### src/rtl/hazard_stall_ctrl_if.sv
// Decode/execute/memory hazard inputs and stall/MDU control outputs
// shared between the pipeline and hazard_stall_ctrl.
interface hazard_stall_ctrl_if;
  logic [4:0]  i_addr_Drs;
  logic [4:0]  i_addr_Drt;
  logic        i_con_Duse_rs;
  logic        i_con_Duse_rt;
  logic        i_con_Dbrcmp;
  logic        i_con_Dmdu_start;
  logic        i_con_Dmdu_div;
  logic        i_con_Dmdu_read;
  logic [4:0]  i_addr_Ewrite;
  logic        i_con_Eregwrite;
  logic        i_con_Ememread;
  logic [4:0]  i_addr_Mwrite;
  logic        i_con_Mregwrite;
  logic        i_con_Mmemread;
  logic        o_con_stallF;
  logic        o_con_stallD;
  logic        o_con_flushE;
  logic        o_con_mdu_start;
  logic        o_con_mdu_busy;
  logic        o_con_mdu_done;
  logic [31:0] o_cnt_stall;
  logic [31:0] o_cnt_mdu_stall;

  modport master (
    output i_addr_Drs, i_addr_Drt,
    output i_con_Duse_rs, i_con_Duse_rt,
    output i_con_Dbrcmp,
    output i_con_Dmdu_start, i_con_Dmdu_div,
    output i_con_Dmdu_read,
    output i_addr_Ewrite, i_con_Eregwrite,
    output i_con_Ememread,
    output i_addr_Mwrite, i_con_Mregwrite,
    output i_con_Mmemread,
    input  o_con_stallF, o_con_stallD,
    input  o_con_flushE,
    input  o_con_mdu_start, o_con_mdu_busy,
    input  o_con_mdu_done,
    input  o_cnt_stall, o_cnt_mdu_stall
  );

  modport slave (
    input  i_addr_Drs, i_addr_Drt,
    input  i_con_Duse_rs, i_con_Duse_rt,
    input  i_con_Dbrcmp,
    input  i_con_Dmdu_start, i_con_Dmdu_div,
    input  i_con_Dmdu_read,
    input  i_addr_Ewrite, i_con_Eregwrite,
    input  i_con_Ememread,
    input  i_addr_Mwrite, i_con_Mregwrite,
    input  i_con_Mmemread,
    output o_con_stallF, o_con_stallD,
    output o_con_flushE,
    output o_con_mdu_start, o_con_mdu_busy,
    output o_con_mdu_done,
    output o_cnt_stall, o_cnt_mdu_stall
  );
endinterface

### src/rtl/hazard_stall_ctrl.sv
// Decode-stage hazard stall and MDU busy/done sequencer.
// HAZARD_PERF_EN builds saturating stall performance counters.
module hazard_stall_ctrl #(
  parameter int MULT_CYCLES = 4,
  parameter int DIV_CYCLES  = 32
) (
  input logic               i_clk,
  input logic               i_rst,
  hazard_stall_ctrl_if.slave bus
);

  typedef enum logic [1:0] {
    S_IDLE,
    S_BUSY,
    S_DONE
  } mdu_state_e;

  localparam logic [5:0] MULT_LOAD = 6'(MULT_CYCLES - 1);
  localparam logic [5:0] DIV_LOAD  = 6'(DIV_CYCLES - 1);

  mdu_state_e state_q, state_d;
  logic [5:0] cnt_q, cnt_d;

  logic e_hit, m_hit;
  logic lu_haz, br_haz, mdu_haz;
  logic stall, accept;

  always_comb begin
    e_hit = (bus.i_con_Duse_rs
             && bus.i_con_Eregwrite
             && bus.i_addr_Drs == bus.i_addr_Ewrite
             && bus.i_addr_Drs != 5'd0)
         || (bus.i_con_Duse_rt
             && bus.i_con_Eregwrite
             && bus.i_addr_Drt == bus.i_addr_Ewrite
             && bus.i_addr_Drt != 5'd0);
    m_hit = (bus.i_con_Duse_rs
             && bus.i_con_Mregwrite
             && bus.i_addr_Drs == bus.i_addr_Mwrite
             && bus.i_addr_Drs != 5'd0)
         || (bus.i_con_Duse_rt
             && bus.i_con_Mregwrite
             && bus.i_addr_Drt == bus.i_addr_Mwrite
             && bus.i_addr_Drt != 5'd0);
  end

  assign lu_haz  = e_hit & bus.i_con_Ememread;
  assign br_haz  = bus.i_con_Dbrcmp
                 & (e_hit | (m_hit & bus.i_con_Mmemread));
  assign mdu_haz = (bus.i_con_Dmdu_read | bus.i_con_Dmdu_start)
                 & (state_q != S_IDLE);
  // Outputs read 0 while reset is held.
  assign stall   = ~i_rst & (lu_haz | br_haz | mdu_haz);
  assign accept  = ~i_rst & bus.i_con_Dmdu_start & ~stall;

  assign bus.o_con_stallF    = stall;
  assign bus.o_con_stallD    = stall;
  assign bus.o_con_flushE    = stall;
  assign bus.o_con_mdu_start = accept;
  assign bus.o_con_mdu_busy  = (state_q != S_IDLE);
  assign bus.o_con_mdu_done  = (state_q == S_DONE);

  always_comb begin
    state_d = state_q;
    cnt_d   = cnt_q;
    unique case (state_q)
      S_IDLE: begin
        if (accept) begin
          state_d = S_BUSY;
          cnt_d   = bus.i_con_Dmdu_div ? DIV_LOAD : MULT_LOAD;
        end
      end
      S_BUSY: begin
        if (cnt_q == 6'd0) begin
          state_d = S_DONE;
        end else begin
          cnt_d = cnt_q - 6'd1;
        end
      end
      S_DONE: begin
        state_d = S_IDLE;
      end
      default: begin
        state_d = S_IDLE;
        cnt_d   = 6'd0;
      end
    endcase
  end

  always_ff @(posedge i_clk) begin
    if (i_rst) begin
      state_q <= S_IDLE;
      cnt_q   <= 6'd0;
    end else begin
      state_q <= state_d;
      cnt_q   <= cnt_d;
    end
  end

`ifdef HAZARD_PERF_EN
  logic [31:0] cnt_stall_q, cnt_stall_d;
  logic [31:0] cnt_mdu_q, cnt_mdu_d;

  always_comb begin
    cnt_stall_d = cnt_stall_q;
    cnt_mdu_d   = cnt_mdu_q;
    if (stall && cnt_stall_q != 32'hFFFF_FFFF) begin
      cnt_stall_d = cnt_stall_q + 32'd1;
    end
    if (mdu_haz && cnt_mdu_q != 32'hFFFF_FFFF) begin
      cnt_mdu_d = cnt_mdu_q + 32'd1;
    end
  end

  always_ff @(posedge i_clk) begin
    if (i_rst) begin
      cnt_stall_q <= 32'd0;
      cnt_mdu_q   <= 32'd0;
    end else begin
      cnt_stall_q <= cnt_stall_d;
      cnt_mdu_q   <= cnt_mdu_d;
    end
  end

  assign bus.o_cnt_stall     = cnt_stall_q;
  assign bus.o_cnt_mdu_stall = cnt_mdu_q;
`else
  assign bus.o_cnt_stall     = 32'd0;
  assign bus.o_cnt_mdu_stall = 32'd0;
`endif

endmodule

### src/flat_wrapper.sv
// flat-port wrapper written by rule: the top's interface ports become plain ports
module hazard_stall_ctrl_flat 
#(
  parameter int MULT_CYCLES = 4,
  parameter int DIV_CYCLES  = 32
)
  (i_clk, i_rst, bus_i_addr_Drs, bus_i_addr_Drt, bus_i_con_Duse_rs, bus_i_con_Duse_rt, bus_i_con_Dbrcmp, bus_i_con_Dmdu_start, bus_i_con_Dmdu_div, bus_i_con_Dmdu_read, bus_i_addr_Ewrite, bus_i_con_Eregwrite, bus_i_con_Ememread, bus_i_addr_Mwrite, bus_i_con_Mregwrite, bus_i_con_Mmemread, bus_o_con_stallF, bus_o_con_stallD, bus_o_con_flushE, bus_o_con_mdu_start, bus_o_con_mdu_busy, bus_o_con_mdu_done, bus_o_cnt_stall, bus_o_cnt_mdu_stall);
  hazard_stall_ctrl_if bus_i ();
  input logic i_clk;
  input logic i_rst;
  input wire logic [$bits(bus_i.i_addr_Drs)-1:0] bus_i_addr_Drs;
  input wire logic [$bits(bus_i.i_addr_Drt)-1:0] bus_i_addr_Drt;
  input wire logic [$bits(bus_i.i_con_Duse_rs)-1:0] bus_i_con_Duse_rs;
  input wire logic [$bits(bus_i.i_con_Duse_rt)-1:0] bus_i_con_Duse_rt;
  input wire logic [$bits(bus_i.i_con_Dbrcmp)-1:0] bus_i_con_Dbrcmp;
  input wire logic [$bits(bus_i.i_con_Dmdu_start)-1:0] bus_i_con_Dmdu_start;
  input wire logic [$bits(bus_i.i_con_Dmdu_div)-1:0] bus_i_con_Dmdu_div;
  input wire logic [$bits(bus_i.i_con_Dmdu_read)-1:0] bus_i_con_Dmdu_read;
  input wire logic [$bits(bus_i.i_addr_Ewrite)-1:0] bus_i_addr_Ewrite;
  input wire logic [$bits(bus_i.i_con_Eregwrite)-1:0] bus_i_con_Eregwrite;
  input wire logic [$bits(bus_i.i_con_Ememread)-1:0] bus_i_con_Ememread;
  input wire logic [$bits(bus_i.i_addr_Mwrite)-1:0] bus_i_addr_Mwrite;
  input wire logic [$bits(bus_i.i_con_Mregwrite)-1:0] bus_i_con_Mregwrite;
  input wire logic [$bits(bus_i.i_con_Mmemread)-1:0] bus_i_con_Mmemread;
  output wire logic [$bits(bus_i.o_con_stallF)-1:0] bus_o_con_stallF;
  output wire logic [$bits(bus_i.o_con_stallD)-1:0] bus_o_con_stallD;
  output wire logic [$bits(bus_i.o_con_flushE)-1:0] bus_o_con_flushE;
  output wire logic [$bits(bus_i.o_con_mdu_start)-1:0] bus_o_con_mdu_start;
  output wire logic [$bits(bus_i.o_con_mdu_busy)-1:0] bus_o_con_mdu_busy;
  output wire logic [$bits(bus_i.o_con_mdu_done)-1:0] bus_o_con_mdu_done;
  output wire logic [$bits(bus_i.o_cnt_stall)-1:0] bus_o_cnt_stall;
  output wire logic [$bits(bus_i.o_cnt_mdu_stall)-1:0] bus_o_cnt_mdu_stall;
  assign bus_i.i_addr_Drs = bus_i_addr_Drs;
  assign bus_i.i_addr_Drt = bus_i_addr_Drt;
  assign bus_i.i_con_Duse_rs = bus_i_con_Duse_rs;
  assign bus_i.i_con_Duse_rt = bus_i_con_Duse_rt;
  assign bus_i.i_con_Dbrcmp = bus_i_con_Dbrcmp;
  assign bus_i.i_con_Dmdu_start = bus_i_con_Dmdu_start;
  assign bus_i.i_con_Dmdu_div = bus_i_con_Dmdu_div;
  assign bus_i.i_con_Dmdu_read = bus_i_con_Dmdu_read;
  assign bus_i.i_addr_Ewrite = bus_i_addr_Ewrite;
  assign bus_i.i_con_Eregwrite = bus_i_con_Eregwrite;
  assign bus_i.i_con_Ememread = bus_i_con_Ememread;
  assign bus_i.i_addr_Mwrite = bus_i_addr_Mwrite;
  assign bus_i.i_con_Mregwrite = bus_i_con_Mregwrite;
  assign bus_i.i_con_Mmemread = bus_i_con_Mmemread;
  assign bus_o_con_stallF = bus_i.o_con_stallF;
  assign bus_o_con_stallD = bus_i.o_con_stallD;
  assign bus_o_con_flushE = bus_i.o_con_flushE;
  assign bus_o_con_mdu_start = bus_i.o_con_mdu_start;
  assign bus_o_con_mdu_busy = bus_i.o_con_mdu_busy;
  assign bus_o_con_mdu_done = bus_i.o_con_mdu_done;
  assign bus_o_cnt_stall = bus_i.o_cnt_stall;
  assign bus_o_cnt_mdu_stall = bus_i.o_cnt_mdu_stall;
  hazard_stall_ctrl #(.MULT_CYCLES(MULT_CYCLES), .DIV_CYCLES(DIV_CYCLES)) u_core (.i_clk(i_clk), .i_rst(i_rst), .bus(bus_i));
endmodule
### config.mk
export PLATFORM = sky130hd
export DESIGN_NAME = hazard_stall_ctrl_flat
export DESIGN_NICKNAME = d
export VERILOG_FILES = /design/src/rtl/hazard_stall_ctrl_if.sv /design/src/rtl/hazard_stall_ctrl.sv /design/src/flat_wrapper.sv
export SDC_FILE = /design/constraint.sdc
export NUM_CORES = 1
export LEC_CHECK = 0
export ABC_AREA = 1
export CAP_MARGIN = 30
export CORE_MARGIN = 1.5
export CORE_UTILIZATION = 39
export DETAILED_ROUTE_END_ITERATION = 7
export GPL_TIMING_DRIVEN = 0
export PLACE_DENSITY = 0.87
export SLEW_MARGIN = 30
export SYNTH_ARGS = -nofsm -noshare
export SYNTH_HDL_FRONTEND = slang
export SYNTH_SLANG_ARGS = --single-unit
### constraint.sdc
create_clock -name i_clk -period 3 [get_ports i_clk]
set_input_delay 0.3 -clock i_clk [delete_from_list [all_inputs] [get_ports i_clk]]
set_output_delay 0.3 -clock i_clk [all_outputs]
set_load 0.01 [all_outputs]
**Word level (Yosys, flattened, before mapping)**

Cells that the tools add are included.

- Reduce and logical (&&, ||, !) cells: 21
- Equal/unequal tests: 9
- Multiply operators: 0
- Add/subtract/negate cells: 1
- Bitwise operators: 14
- Shift operators: 0
- Mux-type cells: 7
- Div/mod/pow operators: 0
- Magnitude comparators: 0

Operator list:

| cell | number |
|---|---|
| 5-bit == test | 4 |
| 6-bit one-hot mux with 3 select lines | 1 |
| 1-bit logical AND | 12 |
| 6-bit 2-to-1 mux | 2 |
| 5-bit nonzero test | 2 |
| 1-bit bitwise AND | 7 |
| 6-bit logical NOT | 1 |
| 6-bit by 1-bit subtractor with 6-bit output, second input constant | 1 |
| 5-bit 2-to-1 mux | 1 |
| 2-bit 2-to-1 mux | 2 |
| 2-bit inequality test, second input constant | 2 |
| 1-bit OR | 4 |
| 2-bit one-hot mux with 2 select lines | 1 |
| 1-bit inverter | 3 |
| 3-bit AND reduction | 1 |
| 2-bit by 1-bit == test with 1-bit output, second input constant | 1 |
| 2-bit == test, second input constant | 1 |
| 2-bit logical NOT | 1 |
| 1-bit logical OR | 2 |
| 2-bit by 1-bit inequality test with 1-bit output, second input constant | 1 |
| 2-bit AND reduction | 1 |
| 2-bit nonzero test | 1 |

- Latch bits: 0
- Bits in writable memories: 0
- Register bits after elaboration: 8
- Memories kept: 0
- Logic and storage cells: 54
- Bits of input ports: 32
- Memory bits (read-only): 0
- Output and inout port bits: 70

**Longest topological paths before layout**

- Depth after elaboration: 14
- Mapped depth: 15
- Gate-level depth less buffers: 14

**Least setup slack after synthesis**

OpenSTA, ideal clock, no wires.

- Path type: flip-flop to flip-flop
- Start point: register u_core.cnt_q[0]
- End point: register u_core.cnt_q[0]
- Required time: 2885 ps
- Buffers on the path: 1
- Setup time: 115 ps
- Setup slack: 1457 ps
- Data arrival time: 1428 ps
- Cell stages (with the launch flop): 11
- Cells stage by stage: dfxtp_1 -> inv_1 -> ha_1 -> inv_1 -> nor3_1 -> inv_1 -> nor3_2 -> nand2_1 -> buf_2 -> a21oi_1 -> nor2_1

- Cells in the longest elaborated chain, start to end: 3
- Elaborated cells on any way between the ends: 6
- Classes of those cells: add/sub: 1; eq/ne: 1; mux: 2; reduce/logical: 2

Ends and longest elaborated chain:

| what | RTL line | source |
|---|---|---|
| start: declaration | hazard_stall_ctrl.sv:22 | `logic [5:0] cnt_q, cnt_d;` |
| start signal: assignment | hazard_stall_ctrl.sv:96 | `cnt_q <= cnt_d;` |
| 6-bit by 1-bit subtractor with 6-bit output or 6-bit logical NOT (tied branches) | hazard_stall_ctrl.sv:77, hazard_stall_ctrl.sv:74 |  |
| 6-bit 2-to-1 mux or 2-bit inequality test (tied branches) | - |  |
| 6-bit one-hot mux with 3 select lines or 3-bit AND reduction (tied branches) | - |  |

Parallel ways exist; a longest one is shown, timed or not. The select of a mux whose other input is x is not followed.
A chain may end at the register's enable or synchronous reset.

**Worst setup path after layout**

- Start point: input port bus_i_addr_Ewrite[4]
- End point: output port bus_o_con_stallF

- Cells in the longest elaborated chain, start to end: 9
- Elaborated cells on any way between the ends: 13
- Classes of those cells: eq/ne: 2; bitwise: 6; reduce/logical: 5

Ends and longest elaborated chain:

| what | RTL line | source |
|---|---|---|
| start: declaration | flat_wrapper.sv:19 | `input wire logic [$bits(bus_i.i_addr_Ewrite)-1:0] bus_i_addr_Ewrite;` |
| 5-bit == test (on tied branches) | hazard_stall_ctrl.sv:31, hazard_stall_ctrl.sv:35 |  |
| 1-bit logical AND (on tied branches) | hazard_stall_ctrl.sv:31, hazard_stall_ctrl.sv:35 |  |
| 1-bit logical AND (on tied branches) | hazard_stall_ctrl.sv:32, hazard_stall_ctrl.sv:36 |  |
| 1-bit logical OR * | hazard_stall_ctrl.sv:33 | `\|\| (bus.i_con_Duse_rt` |
| 1-bit OR | hazard_stall_ctrl.sv:49 | `& (e_hit \| (m_hit & bus.i_con_Mmemread));` |
| 1-bit bitwise AND | hazard_stall_ctrl.sv:49 |  |
| 1-bit OR * (2 in a row) | hazard_stall_ctrl.sv:53 | `assign stall = ~i_rst & (lu_haz \| br_haz \| mdu_haz);` |
| 1-bit bitwise AND * | hazard_stall_ctrl.sv:53 |  |
| end: declaration | flat_wrapper.sv:25 | `output wire logic [$bits(bus_i.o_con_stallF)-1:0] bus_o_con_stallF;` |

Mark *: on every way between the ends. The rest lies on a longest branch, timed or not.

==> results.md <==
* Status: complete, no violations
* Clock power frac at 23.9%
* H-Tree Depth at 1
* Switching fraction of total power at 37.48%
* Period utilization at 85.81%
* Worst-path clk slew at 0.04 ns
* GRT Max-Usage Layer: met2
* Grt met3 use at 4.514%
* DRT antenna net count at 0
* First-pass GRT wire length at 5257 um
* Logic pwr share at 53.7%
* Area Overhead vs Synth at 47.36%
* Post-Synth XOR/XNOR Area at 1.172%
* Slew Limit Fails at 0
* Number of port buffers at 37
* Fill cells at 383
* Die Width at 64.92 um
* Cts repair resizes at 0
* RSZ-0062 raised after global routing: no
* Psw at 218.5 uW
* Share of post-route cells with drive strength above 1 at 25.07%
* Worst ir drop on vdd at 0.2823 mV
* CTS Hold Bufs at 0
* Postcts setup bufs at 0
* Maxcap violations at 0
* Leak at 0.001320 uW
* Pwr dens at 264.7 nW/um2
* Initial core utilization at 40.84%
* Vias at 1564
* Mapped Cells at 256
* Seq pwr share at 22.4%
* Worst setup SP type: input port
* Row cnt at 22
* Syn Area/Cell at 5.841 um2
* Cells along the critical path: clkdlybuf4s50_1 > inv_1 > nand2_1 > o21ai_0 > nor2_1 > nand3_1 > nand2_1 > nand2_2 > nand3_1 > nand2_1 > inv_1 > buf_4 > clkdlybuf4s50_1
* Largest family of logic cells by synthesized area: buffers and inverters
* Pin count of the biggest net entering global routing at 11
* Final hold vios at 0
* Multi-input logic area at 917.1 um2
* CTS tree: yes
* #FFs+latches synth at 8
* Yosys warning count at 0
* CP peak stage delay at 0.52 ns
* Clock Skews at 0.007628 ns
* Max Buffers Root-to-Sink at 2
* Post-Syn Area at 1495 um2
* I/O pin count at 102
* Final hold slack at 0.4916 ns
* Gr ovfl total at 0
* Worst EP required at 2.70 ns
* Gpl congestion at 0.8441
* Count of final setup violators at 0
* Distinct cell type count after synthesis at 26
* Hold path start: u_core.cnt_q[0]
* Routed wire length at 3245 um
* Setup TNS at 0 ns
* Leading cell type in the layout, fill and taps excluded: nand2_1
* Hold path depth at 2
* Internal power at 364.6 uW
* DP HPWL at 2844 um
* Core Area at 3661 um2
* # diodes at 0
* Post-synthesis sequential area ratio at 10.71%
* Vias in the first global route at 1326
* Via density per instance at 3.843
* Post-route minimum period at 2.574 ns
* Initial antenna violation count at 0
* Worst Setup SP: bus_i_addr_Ewrite[4]
* Worst reg-to-reg path cell count at 10
* Die Ht at 64.92 um
* Storage cell area at 160.2 um2
* Initial DRC count at 61
* FMAX at 388.4 MHz
* Total GRT Usage at 15.44%
* CP Data Arrival Time at 2.27 ns
* Slowest CP cell: clkdlybuf4s50_1
* Crit end category: primary output
* Adder-cell area share of the yosys netlist at 0.8368%
* GRT met1 Usage at 17.42%
* Reg-to-reg startpoint: u_core.cnt_q[0]
* Met2 global-route usage at 28.22%
* CP Max Fanout at 3
* Crit-path most repeated cell: nand2_1
* Pre-antenna DRT Iters at 4
* CTS root buf: clkbuf_8
* DRC violations left at 0
* Mux contribution to synthesized area at 0%
* Synth Area in Compound Gates at 6.695%
* Synth area leaders: buf_4, nand2_1, dfxtp_1
* NumNets Final at 394
* Classification of the worst setup path: in2out
* Tightest Hold Check Type: reg2reg
* Total CTS buffers at 3
* Die area at 4214 um2
* Sinks on the clock net at 8
* Yosys top cell area share at 33.14%
* Clock Latency Late Sink at 0.24 ns
* Area leader, netlist: buf_4
* Simple-Gate Fraction of Synth Area at 36.57%
* WL/cell at 7.973 um
* Most frequent cells in the layout: nand2_1, buf_4, conb_1
==> area by class of cell <==
type | instances | area share, %
Buffer | 68 | 23.23
Clock buffer | 3 | 1.874
Sequential cell | 8 | 7.269
Inverter | 38 | 6.474
Timing Repair Buffer | 37 | 16.81
Multi-Input combinational cell | 205 | 41.62
Tap cell | 48 | 2.726
==> per-layer routing <==
layer / vias to the layer above / part of all wire (%) / wire (um)
met5: - / 0 / 0
met4: 0 / 0.68 / 22
met3: 4 / 13 / 414
met2: 80 / 46 / 1490
met1: 624 / 41 / 1317
li1: 856 / - / -
==> through the flow <==
stage	cells	util, %	total power, uW	instance area [um2]	worst slack (ns)
after floorplan	319	-	357.2	1732	1.457
after global placement	404	59.06	434.8	2162	0.4267
after detailed placement	404	59.06	441.1	2162	0.4107
after CTS	407	60.18	578.3	2203	0.4132
after global routing	407	60.18	625.0	2203	0.2233
final	407	60.18	583.1	2203	0.4256
==> worst max-delay path, delay by kind of cell <==
family                 cells  cell delay, ns
buffers and inverters      5            1.28
AND/OR/NAND/NOR            7            0.60
AO/OA/AOI/OAI              1            0.08
==> power by group through the flow <==
stage | Clock, uW | Combinational [uW] | Sequential [uW]
after CTS | 138 | 309 | 131
after floorplan | 0 | 228 | 129
after global placement | 0 | 303 | 132
after global routing | 144 | 349 | 132
final | 139 | 313 | 131
after detailed placement | 0 | 309 | 132
==> cells in the mapped netlist <==
library cell and number:
nand2_1 68, buf_4 66, inv_1 33, nor2_1 22, nand3_1 16, a21oi_1 8
dfxtp_1 8, o21ai_0 7, inv_2 5, nand3_2 5, nand2_2 2, xor2_1 2
a21boi_0 1, a21oi_2 1, a31o_2 1, buf_2 1, buf_6 1, conb_1 1
ha_1 1, nand2_4 1, nand4_1 1, nand4_4 1, nor2_2 1, nor3_1 1
nor3_2 1, or2_2 1
==> worst paths after layout <==
check	end	slack, ns
hold / removal	u_core.cnt_q[0]	0.49
setup reg to reg	u_core.cnt_q[0]	1.24
hold reg to reg	u_core.cnt_q[0]	0.49
setup / recovery	bus_o_con_stallF	0.43
==> flip-flops by register name (all words and copies together), names as in the netlist <==
signal,cells
u_core.cnt_q,6
u_core.state_q,2
==> logic make-up after synthesis <==
family | count (synthesis)
DFF | 8
buffers and inverters | 106
xor gates and xnor gates | 2
AOI/OAI and AO/OA | 18
and+or+nand+nor | 120
other | 1
adders and majority gates | 1
No activity file was read; power rests on OpenSTA's default activity.
